<file path="config.mk">
export PLATFORM = sky130hd
export DESIGN_NAME = iterative_shifter
export DESIGN_NICKNAME = d
export VERILOG_FILES = /design/src/rtl/shifter_pkg.sv /design/src/rtl/shift_stage.sv /design/src/rtl/iterative_shifter.sv
export SDC_FILE = /design/constraint.sdc
export NUM_CORES = 1
export LEC_CHECK = 0
export ABC_AREA = 1
export CAP_MARGIN = 20
export CORE_MARGIN = 2
export CORE_UTILIZATION = 25
export DETAILED_ROUTE_END_ITERATION = 8
export SLEW_MARGIN = 20
export SYNTH_ARGS = -nofsm -noshare
export SYNTH_HDL_FRONTEND = slang
export SYNTH_HIERARCHICAL = 1
export SYNTH_SLANG_ARGS = --single-unit
</file>
<file path="constraint.sdc">
create_clock -name clk -period 4.65 [get_ports clk]
set_clock_uncertainty 0.05 [all_clocks]
set_input_delay 1.395 -clock clk [delete_from_list [all_inputs] [get_ports clk]]
set_output_delay 1.395 -clock clk [all_outputs]
set_load 0.05 [all_outputs]
</file>
<file path="src/rtl/shifter_pkg.sv">
// Shared constants for the iterative shift unit: operation codes and FSM states.
package shifter_pkg;

  localparam logic [1:0] SH_SLL = 2'b00;
  localparam logic [1:0] SH_SRL = 2'b01;
  localparam logic [1:0] SH_SRA = 2'b10;
  localparam logic [1:0] SH_ROR = 2'b11;

  typedef enum logic {
    ST_IDLE  = 1'b0,
    ST_SHIFT = 1'b1
  } state_e;

endpackage

</file>
<file path="src/rtl/shift_stage.sv">
// Combinational shift step: limits the remaining amount to STEP and shifts
// the accumulator by that many positions according to the operation code.
module shift_stage
  import shifter_pkg::*;
#(
  parameter  int WIDTH = 32,
  parameter  int STEP  = 1,
  localparam int SHW   = $clog2(WIDTH)
) (
  input  logic [WIDTH-1:0] i_acc,
  input  logic [1:0]       i_mode,
  input  logic [SHW-1:0]   i_rem,
  output logic [WIDTH-1:0] o_acc,
  output logic [SHW-1:0]   o_n
);

  logic [31:0] w_n32;

  // Step size for this cycle: min(STEP, remaining amount).
  // When STEP >= WIDTH the first branch can never be taken, since rem <= WIDTH-1.
  always_comb begin
    o_n = i_rem;
    if (32'(i_rem) > 32'(STEP)) begin
      o_n = SHW'(STEP);
    end
  end

  assign w_n32 = 32'(o_n);

  // Apply the selected shift; SRA replicates the current MSB, ROR wraps bit 0 to the MSB.
  always_comb begin
    o_acc = i_acc;
    case (i_mode)
      SH_SLL:  o_acc = i_acc << w_n32;
      SH_SRL:  o_acc = i_acc >> w_n32;
      SH_SRA:  o_acc = $unsigned($signed(i_acc) >>> w_n32);
      SH_ROR:  o_acc = (i_acc >> w_n32) | (i_acc << (32'(WIDTH) - w_n32));
      default: o_acc = i_acc;
    endcase
  end

endmodule

</file>
<file path="src/rtl/iterative_shifter.sv">
// Multi-cycle shift unit: captures an operand on start, shifts up to STEP
// positions per clock until the amount is consumed, then pulses done.
module iterative_shifter
  import shifter_pkg::*;
#(
  parameter  int WIDTH = 32,
  parameter  int STEP  = 1,
  localparam int SHW   = $clog2(WIDTH)
) (
  input  logic             clk,
  input  logic             rst,
  input  logic             start,
  input  logic [1:0]       mode,
  input  logic [SHW-1:0]   shamt,
  input  logic [WIDTH-1:0] data,
  output logic             busy,
  output logic             done,
  output logic [WIDTH-1:0] dataOut
);

  state_e             r_state;
  logic [WIDTH-1:0]   r_acc;
  logic [SHW-1:0]     r_rem;
  logic [1:0]         r_mode;
  logic               r_busy;
  logic               r_done;
  logic [WIDTH-1:0]   r_dout;

  logic [WIDTH-1:0]   w_acc_nxt;
  logic [SHW-1:0]     w_n;

  shift_stage #(
    .WIDTH (WIDTH),
    .STEP  (STEP)
  ) u_stage (
    .i_acc  (r_acc),
    .i_mode (r_mode),
    .i_rem  (r_rem),
    .o_acc  (w_acc_nxt),
    .o_n    (w_n)
  );

  // Control FSM with rem counter and registered busy/done/result outputs.
  always_ff @(posedge clk) begin
    if (rst) begin
      r_state <= ST_IDLE;
      r_acc   <= '0;
      r_rem   <= '0;
      r_mode  <= '0;
      r_busy  <= 1'b0;
      r_done  <= 1'b0;
      r_dout  <= '0;
    end else begin
      r_done <= 1'b0;
      case (r_state)
        ST_IDLE: begin
          if (start) begin
            r_acc   <= data;
            r_rem   <= shamt;
            r_mode  <= mode;
            r_busy  <= 1'b1;
            r_state <= ST_SHIFT;
          end
        end
        ST_SHIFT: begin
          if (r_rem != '0) begin
            r_acc <= w_acc_nxt;
            r_rem <= r_rem - w_n;
          end else begin
            r_dout  <= r_acc;
            r_done  <= 1'b1;
            r_busy  <= 1'b0;
            r_state <= ST_IDLE;
          end
        end
        default: begin
          r_busy  <= 1'b0;
          r_state <= ST_IDLE;
        end
      endcase
    end
  end

  assign busy    = r_busy;
  assign done    = r_done;
  assign dataOut = r_dout;

endmodule

</file>
-- After elaboration in Yosys (flattened, before gate mapping)
Index checks and enable logic that the tools add are counted.
- flip-flop bits (word level): 74
- output and inout bits: 34
- bits of input ports: 42
- word-level logic and storage cells: 45
- add/subtract/negate cells: 2
- multiplexer cells: 15
- equality and inequality tests: 6
- reductions and logical operators: 7
- order comparisons: 1
- bitwise operators: 3
- shift-type cells: 4
- operators by type and width (cell ; number):
    case mux 32 bit (4 select lines) ; 1
    two-way mux 32 bit ; 2
    case mux 32 bit (2 select lines) ; 1
    OR 32 bit ; 1
    << shifter 32 x 32 -> 32 bit ; 1
    << shifter 32 x 5 -> 32 bit ; 1
    >> shifter 32 x 5 -> 32 bit ; 1
    >>> shifter 32 x 5 -> 32 bit ; 1
    two-way mux 5 bit ; 3
    case mux 5 bit (2 select lines) ; 1
    AND reduction 2 bit ; 4
    subtractor 6 x 5 -> 7 bit, first input constant ; 1
    > comparator 5 x 1 -> 1 bit, second input constant ; 1
    two-way mux 1 bit ; 5
    nonzero test 5 bit ; 1
    subtractor 5 bit ; 1
    == test 2 bit, second input constant ; 2
    inequality test 2 bit, second input constant ; 2
    case mux 1 bit (2 select lines) ; 2
    == test 2 x 1 -> 1 bit, second input constant ; 1
    zero test 2 bit ; 1
    inequality test 2 x 1 -> 1 bit, second input constant ; 1
    NOT 1 bit ; 2
    OR reduction 2 bit ; 1

-- Logic depth before layout (Yosys ltp)
Gate-level depths: netlist of the first run.
- depth after elaboration: 8
- gate-level depth with buffers: 16
- gate-level depth less buffers: 15

-- By module
Netlist of the first run, hierarchy kept.
- by module, submodules not included (module ; instances ; cells each ; area an instance (um2) ; seq. area each (um2)):
    iterative_shifter ; 1 ; 458 ; 3181.8 ; 1481.4
    shift_stage ; 1 ; 301 ; 1508.9 ; 0.0

-- Worst setup path after synthesis of the first run
Ideal clock, no wire load.
- path type: register to register
- start point: reg r_rem[1]
- end point: reg r_acc[11]
- buffers on the path: 2
- cell stages (with the launch flop): 16
- data arrival time: 2180 ps
- library setup time: 64 ps
- clock period less this slack: 2294 ps
- required time: 4536 ps
- path slack: 2356 ps
- path through: dfxtp_1 nor2_4 nand2_2 nor2_4 buf_4 ha_1 inv_1 clkbuf_1 nand3_1 nand2_1 nand2_1 a22oi_1 nand2_1 nand2_1 o21ai_1 nor2_1
- cells in the longest elaborated chain, start to end: 8
- elaborated cells on any way between the ends: 14
- those cells by class: 1 x add/sub; 1 x order compare; 1 x eq/ne; 4 x shift; 4 x mux; 1 x bitwise; 2 x reduce/logical
- RTL lines (element ; RTL line ; text):
    start: declaration ; iterative_shifter.sv:23 ; logic [SHW-1:0] r_rem;
    start signal: assignment ; iterative_shifter.sv:59 ; r_rem <= shamt;
    start signal: assignment ; iterative_shifter.sv:68 ; r_rem <= r_rem - w_n;
    > comparator 5 x 1 -> 1 bit ; shift_stage.sv:23 ; if (32'(i_rem) > 32'(STEP)) begin
    two-way mux 5 bit (*) ; shift_stage.sv:23 ;
    subtractor 6 x 5 -> 7 bit ; shift_stage.sv:37 ; SH_ROR: o_acc = (i_acc >> w_n32) | (i_acc << (32'(WIDTH) - w_n32));
    << shifter 32 x 32 -> 32 bit ; shift_stage.sv:37 ;
    OR 32 bit ; shift_stage.sv:37 ;
    case mux 32 bit (4 select lines) (*) ; shift_stage.sv:33 ; case (i_mode)
    via w_acc_nxt[11] ; iterative_shifter.sv:29 ; logic [WIDTH-1:0] w_acc_nxt;
    two-way mux 32 bit (*) ; iterative_shifter.sv:66 ; if (r_rem != '0) begin
    case mux 32 bit (2 select lines) (*) ; iterative_shifter.sv:55 ; case (r_state)
    end signal: assignment ; iterative_shifter.sv:58 ; r_acc <= data;
    end signal: assignment ; iterative_shifter.sv:67 ; r_acc <= w_acc_nxt;
    end: declaration ; iterative_shifter.sv:22 ; logic [WIDTH-1:0] r_acc;
The timed path passes the listed nets; every way through them passes the cells marked *. The select of a mux whose other input is x is not followed.
A chain may end at the register's enable or synchronous reset.

-- Final worst setup path of the first run
- start point: reg r_rem[1]
- end point: reg r_acc[30]
Same word-level chain as after synthesis.

==> impl_results.md, run 1 <==
* PortBufs at 75
* Register area at 1481 µm²
* Crit. End Element: flip-flop
* Vias in the first global route at 4452
* CP Max Fanout at 23
* Post-Route WL at 13.67 mm
* Critical path's largest stage delay at 0.60 ns
* Synth top area share at 0.3158
* Multi-input gate area at about 2700 µm²
* Initial core utilization at 0.2525
* Count leader, synth: nand2_1
* First-pass DRT Iterations at 5
* Die area at between 15000 and 20000 µm²
* First-pass GRT wire length at around 23 mm
* Clk pwr share at 0.273
* Resized cells post-CTS at 0
* Measured slew at the worst slew-check pin at 0.8189 ns
* GRT overflow at 0
* CP dominant cell by count: nand2_1
* Largest net degree at the start of global routing at between 60 and 70
* Slowest-stage cell, CP: inv_1
* RSZ-0062 raised after global routing: no
* Vias/cell at 4.677
* Crit start category: flip-flop
* Routed WL per cell at 13.15 µm
* Antenna violations before repair at 0
* Reg power frac at 0.322
* Antenna Nets Post-Route at 0
* Syn Area/Cell at 6.180 µm²
* Final cell count without fillers at 1039
* Hold-fix buffers, CTS at 0
* Fin crit period at 3.381 ns
* Static leakage at 2.591 nW
* H-tree depth at 3
* Slew Limit Headroom at 0.4535
* Top cells by count, synth: nand2_1, dfxtp_1, nor2_1
* Setup TNS at 0 ns
* Hold WS at slightly above 0.4 ns
* Clk sinks at 74
* Hold WC Path Type: reg -> reg
* Site Rows at 50
* Synth Instances at ~760
* Tcrit/Tclk final at 0.7271
* Yosys warning count at 6
* Number of remaining DRC errors at 0
* Seq/Total Area, Yosys at 0.3158
* Area Overhead vs Synth at 22.70%
* GPL Wtd Cong at 0.9281
* Ports at 76
* CTS Buf Count at 9
* Die Wd at 141.0 µm
* Pint at 1.401 mW
* CP delay by family, top: simple AND/OR/NAND/NOR gates
* Status: completed
* CTS tree: done
* Root Driver: clkbuf_16
* GR Util All Layers at 0.1404
* Layout net count at 849
* Endpoints failing hold at 0
* Die span in y at between 100 and 150 µm
* Clk_lat worst skew at 0.34 ns
* Max IR drop VDD at about 0.21 mV
* Fillers at 2054
* N_diodes at 0
* Main flop type after synthesis: dfxtp_1
* Asr flop ratio synth at 0
* Max cap viols at 0
* Number of DRC markers in iteration 0 at 332
* EDFF count, synth at 0
* Comb pwr share at 0.406
* Worst path required time at 4.87 ns
* Synthesized cell area at 4691 µm²
* Psw at roughly 0.96 mW
* Sw frac at 0.4059
* Arr. time, crit path at 3.60 ns
* Distinct cells, synth at 39
* Crit-path cells: nor2_4, nand2_2, nor2_4, ha_1, inv_1, nand3_1, nand3_1, nand3_1, nand2_1, nand2_1, nand2_1, nand2_1, nand2_1, o21ai_1, a21oi_1
* Fmax achieved at 295.8 MHz
* Max Transition Viols Final at 0
* Placed insts at roughly 1000
* #FFs+latches synth at 74
* Area leader, netlist: dfxtp_1
* Vias at 4859
* # setup viols final at 0
* WS Path Type: reg -> reg
* Proportion of layout cells with a drive suffix above 1 at 0.06211
* PD cells at 409.7 nW/µm²
* Final core utilization at 0.3098
* Core region area at 18580 µm²
* Clk pin slew, worst setup/hold paths at 0.06 ns
* Top cells by area, synth: dfxtp_1, nand2_1, nand3_1
* Tot Pwr at 2.358 mW
* Post-CTS setup buffers at 0
* Reg-to-reg slack, setup at 1.27 ns
* Clock Path Buffers at 2
* Hpwl dp at 9.506 mm
* Worst path buffer plus inverter count at 1
## area by class of cell
class                      count  area share
tap                          234     0.05087
clock inverter                 3    0.002609
clock buffer                  12     0.04457
timing repair buffer          79      0.1357
multi-input combinational    572      0.4665
inverter                      65     0.04239
sequential                    74      0.2574
## power groups by stage
stage               registers [mW]  logic [mW]  clock network, mW
floorplan                    0.802       0.724                  0
global placement             0.770       0.949                  0
detailed placement           0.772       0.948                  0
CTS                          0.758       0.954              0.660
global route                 0.769        1.09              0.688
finish                       0.758       0.956              0.643
## metal layers
layer | track usage | wire length (µm) | vias to the layer above
met2 | 0.2080 | 5752 | 117
met1 | 0.1975 | 7037 | 2179
met5 | 0 | 0 | -
met3 | 0.02887 | 593 | 18
li1 | - | - | 2545
met4 | 0.05947 | 281 | 0
## worst paths after layout
| path | from | endpoint | depth (start not counted) |
|---|---|---|---|
| worst max-delay path | r_rem[1] | r_acc[30] | 15 |
| worst min-delay path | r_acc[7] | dataOut[7] | 2 |
| worst max register to register | r_rem[1] | r_acc[30] | 15 |
| worst min register to register | r_acc[7] | dataOut[7] | 2 |
## through the flow
stage | instance area (µm²) | worst slack [ns]
detailed placement | 5484 | 1.366
CTS | 5756 | 1.318
global route | 5756 | 0.8513
global placement | 5484 | 1.417
finish | 5756 | 1.269
floorplan | 4702 | 2.356
## sequential cells by signal, indices dropped and copies added, names as in the netlist
| name | cells |
|---|---|
| r_acc | 32 |
| r_state | 1 |
| busy | 1 |
| dataOut | 32 |
| r_rem | 5 |
| done | 1 |
| r_mode | 2 |
## layout by cell type, fill, tap and decap left out, types with 7 or more instances in the layout
master	instances
nand3_1	68
a31oi_1	12
nand2_1	242
nand4_1	7
inv_1	57
dfxtp_1	74
clkdlybuf4s50_1	75
inv_2	7
a21oi_1	35
nand2_2	7
nor2_1	70
o21ai_1	33
o21ai_0	51
clkbuf_16	9
## cell families after synthesis
family                     after synthesis  synth area share
and+or+nand+nor                        410            0.3718
AOI/OAI and AO/OA                      149            0.1750
buffers and inverters                  116            0.1142
DFF                                     74            0.3158
adders and majority gates                6           0.01760
other                                    2          0.001601
xor gates and xnor gates                 1          0.001868
muxes                                    1          0.002134
## worst reg2reg max path, cell delays in order, from the launching register on
cell and delay [ns]:
dfxtp_1 0.37, nor2_4 0.23, nand2_2 0.09, nor2_4 0.44, ha_1 0.60, inv_1 0.60
nand3_1 0.21, nand3_1 0.13, nand3_1 0.09, nand2_1 0.06, nand2_1 0.05, nand2_1 0.08
nand2_1 0.05, nand2_1 0.09, o21ai_1 0.07, a21oi_1 0.13
(Power assumes the default switching activity.)
==> inputs of run 2 (changes only) <==
clock period = 3 ns   (was 4.65 ns; I/O delays follow)
==> impl_results.md, run 2 (synthesis gave the netlist of run 1 again) <==
* Status: completed
* CTS Buf Count at 9 (unchanged)
* Critical path's largest stage delay at 0.49 ns (-0.11 ns)
* Number of remaining DRC errors at 0 (unchanged)
* First-pass GRT wire length at 22.38 mm (-1.8%)
* First-pass DRT Iterations at 5 (unchanged)
* # setup viols final at 0 (unchanged)
* PortBufs at 75 (unchanged)
* Max IR drop VDD at 0.2597 mV (+24%)
* Vias/cell at 4.563 (-2.4%)
* Slowest-stage cell, CP: inv_1
* Most frequent cells in the layout: nand2_1, clkdlybuf4s50_1, dfxtp_1, nor2_1, nand3_1
* Site Rows at 50 (unchanged)
* Final cell count without fillers at 1048 (+0.87%)
* Hold WC Path Type: reg -> reg
* Fillers at 2014 (-1.9%)
* Crit start category: flip-flop
* HP Start: r_acc[8]
* Post-CTS setup buffers at 0 (unchanged)
* CP dominant cell by count: nand2_1
* Setup TNS at 0 ns (unchanged)
* Clk pin slew, worst setup/hold paths at 0.06 ns (about the same)
* CTS tree: done
* H-tree depth at 3 (unchanged)
* Die area at 19880 µm² (unchanged)
* Proportion of layout cells with a drive suffix above 1 at 0.07248 (+0.01037)
* R2R Path End: r_acc[30]
* GPL Wtd Cong at 0.8751 (-5.7%)
* Worst path required time at 3.22 ns (-1.65 ns)
* Tcrit/Tclk final at 0.8379 (+0.1108)
* Number of DRC markers in iteration 0 at 393 (+18%)
* Vias at 4782 (-1.6%)
* Clk sinks at 74 (unchanged)
* PD cells at 653.3 nW/µm² (+59%)
* RSZ-0062 raised after global routing: no
* Routed WL per cell at 12.69 µm (-3.5%)
* Worst setup path start: r_rem[1]
* Arr. time, crit path at 2.74 ns (-0.86 ns)
* Antenna violations before repair at 0 (unchanged)
* Clock Path Buffers at 2 (unchanged)
* Area Overhead vs Synth at 25.29%
* Hold-fix buffers, CTS at 0 (unchanged)
* Critical Path End: r_acc[30]
* Crit. End Element: flip-flop
* Layout net count at 857 (+0.94%)
* Max Transition Viols Final at 0 (unchanged)
* Initial core utilization at 0.2525 (unchanged)
* N_diodes at 0 (unchanged)
* Endpoints failing hold at 0 (unchanged)
* Resized cells post-CTS at 0 (unchanged)
* GRT overflow at 0 (unchanged)
* Die Wd at 141.0 µm (unchanged)
* Core region area at 18580 µm² (unchanged)
* Root Driver: clkbuf_16
* Most common cell after layout, fill and taps aside: nand2_1
* Slew Limit Headroom at 0.5259 (+0.07248)
* Ports at 76 (unchanged)
* Crit-path cells: nor2_4, nand2_2, nor2_4, ha_1, inv_1, nand3_1, nand3_1, nand3_1, nand2_1, nand2_1, nand2_1, nand2_1, nand2_1, o21ai_1, a21oi_1
* Worst R2R Path Depth at 15 (unchanged)
* Hpwl dp at 9.619 mm (+1.2%)
* Static leakage at 2.650 nW (+2.3%)
* Antenna Nets Post-Route at 0 (unchanged)
* Fmax achieved at 397.8 MHz (+34%)
* Vias in the first global route at 4443 (-0.20%)
* Post-Route WL at 13.30 mm (-2.7%)
* Largest net degree at the start of global routing at 69 (unchanged)
* Reg-to-reg slack, setup at 0.49 ns (-0.78 ns)
* Die span in y at 141.0 µm (unchanged)
* R2r startpoint: r_rem[1]
* CP Max Fanout at 23 (unchanged)
* Measured slew at the worst slew-check pin at 0.7103 ns (-0.1086 ns)
* Fin crit period at 2.514 ns (-0.8671 ns)
* Max cap viols at 0 (unchanged)
* Placed insts at 1032 (+0.78%)
* WS Path Type: reg -> reg
* GR Util All Layers at 0.1379 (-0.002512)
* Clk_lat worst skew at 0.34 ns (about the same)
run 2: changes by cell type in the layout (fill, tap and decap cells not counted), sizes merged:
cell and change:
bufinv +2, clkinvlp +1, clkbuf -1, buf +8, clkinv -1
run 2: routing by layer:
| metal | vias to the layer above | GRT usage | part of all wire |
|---|---|---|---|
| li1 | 2558 | - | - |
| met1 | 2103 | 0.1993 | 0.53 |
| met2 | 112 | 0.2113 | 0.43 |
| met3 | 9 | 0.02853 | 0.037 |
| met4 | 0 | 0.03053 | 0.0081 |
| met5 | - | 0 | 0 |
run 2: how the worst min path moves through the flow:
| stage | endpoint | slack [ns] | cells after the start |
|---|---|---|---|
| floorplan | dataOut[4] | 0.39 | 2 |
| global placement | dataOut[13] | 0.40 | 2 |
| detailed placement | dataOut[17] | 0.41 | 2 |
| CTS | dataOut[6] | 0.42 | 2 |
| global route | dataOut[12] | 0.43 | 2 |
| finish | dataOut[8] | 0.41 | 2 |
run 2: cell type report:
type	instances	area (µm²)	area share
flip-flops and latches	74	1481	0.2521
well taps	234	292.8	0.04982
clock buffers	11	242.7	0.04130
clock inverters	5	77.57	0.01320
inverters	65	244.0	0.04152
multi-input cells	572	2685	0.4569
repair buffers	87	853.3	0.1452
run 2: power breakdown:
group	switching, mW	leakage, nW	internal, mW	total [mW]
Clock	0.412	0.156	0.748	1.16
Sequential	0.0880	0.607	1.09	1.17
Combinational	0.991	1.89	0.515	1.51
Total	1.49	2.65	2.35	3.84
run 2: critical path, delay by kind of cell (launching register included):
family / cells / cell delay (ns)
flops: 1 / 0.39
buf+inv: 1 / 0.49
simple gates: 11 / 1.14
compound gates: 2 / 0.17
fa+ha+maj: 1 / 0.24
run 2: per-stage QoR:
step	setup WS [ns]	area (µm²)	power, mW	utilization	hold slack [ns]
2_1_floorplan	0.7057	4702	2.366	-	0.3889
3_3_place_gp	0.4065	5557	2.686	0.2991	0.4029
3_5_place_dp	0.3499	5557	2.693	0.2991	0.4092
4_1_cts	0.5126	5877	3.870	0.3163	0.4169
5_1_grt	0.2076	5877	4.125	0.3163	0.4341
6_report	0.4862	5877	3.839	0.3163	0.4128
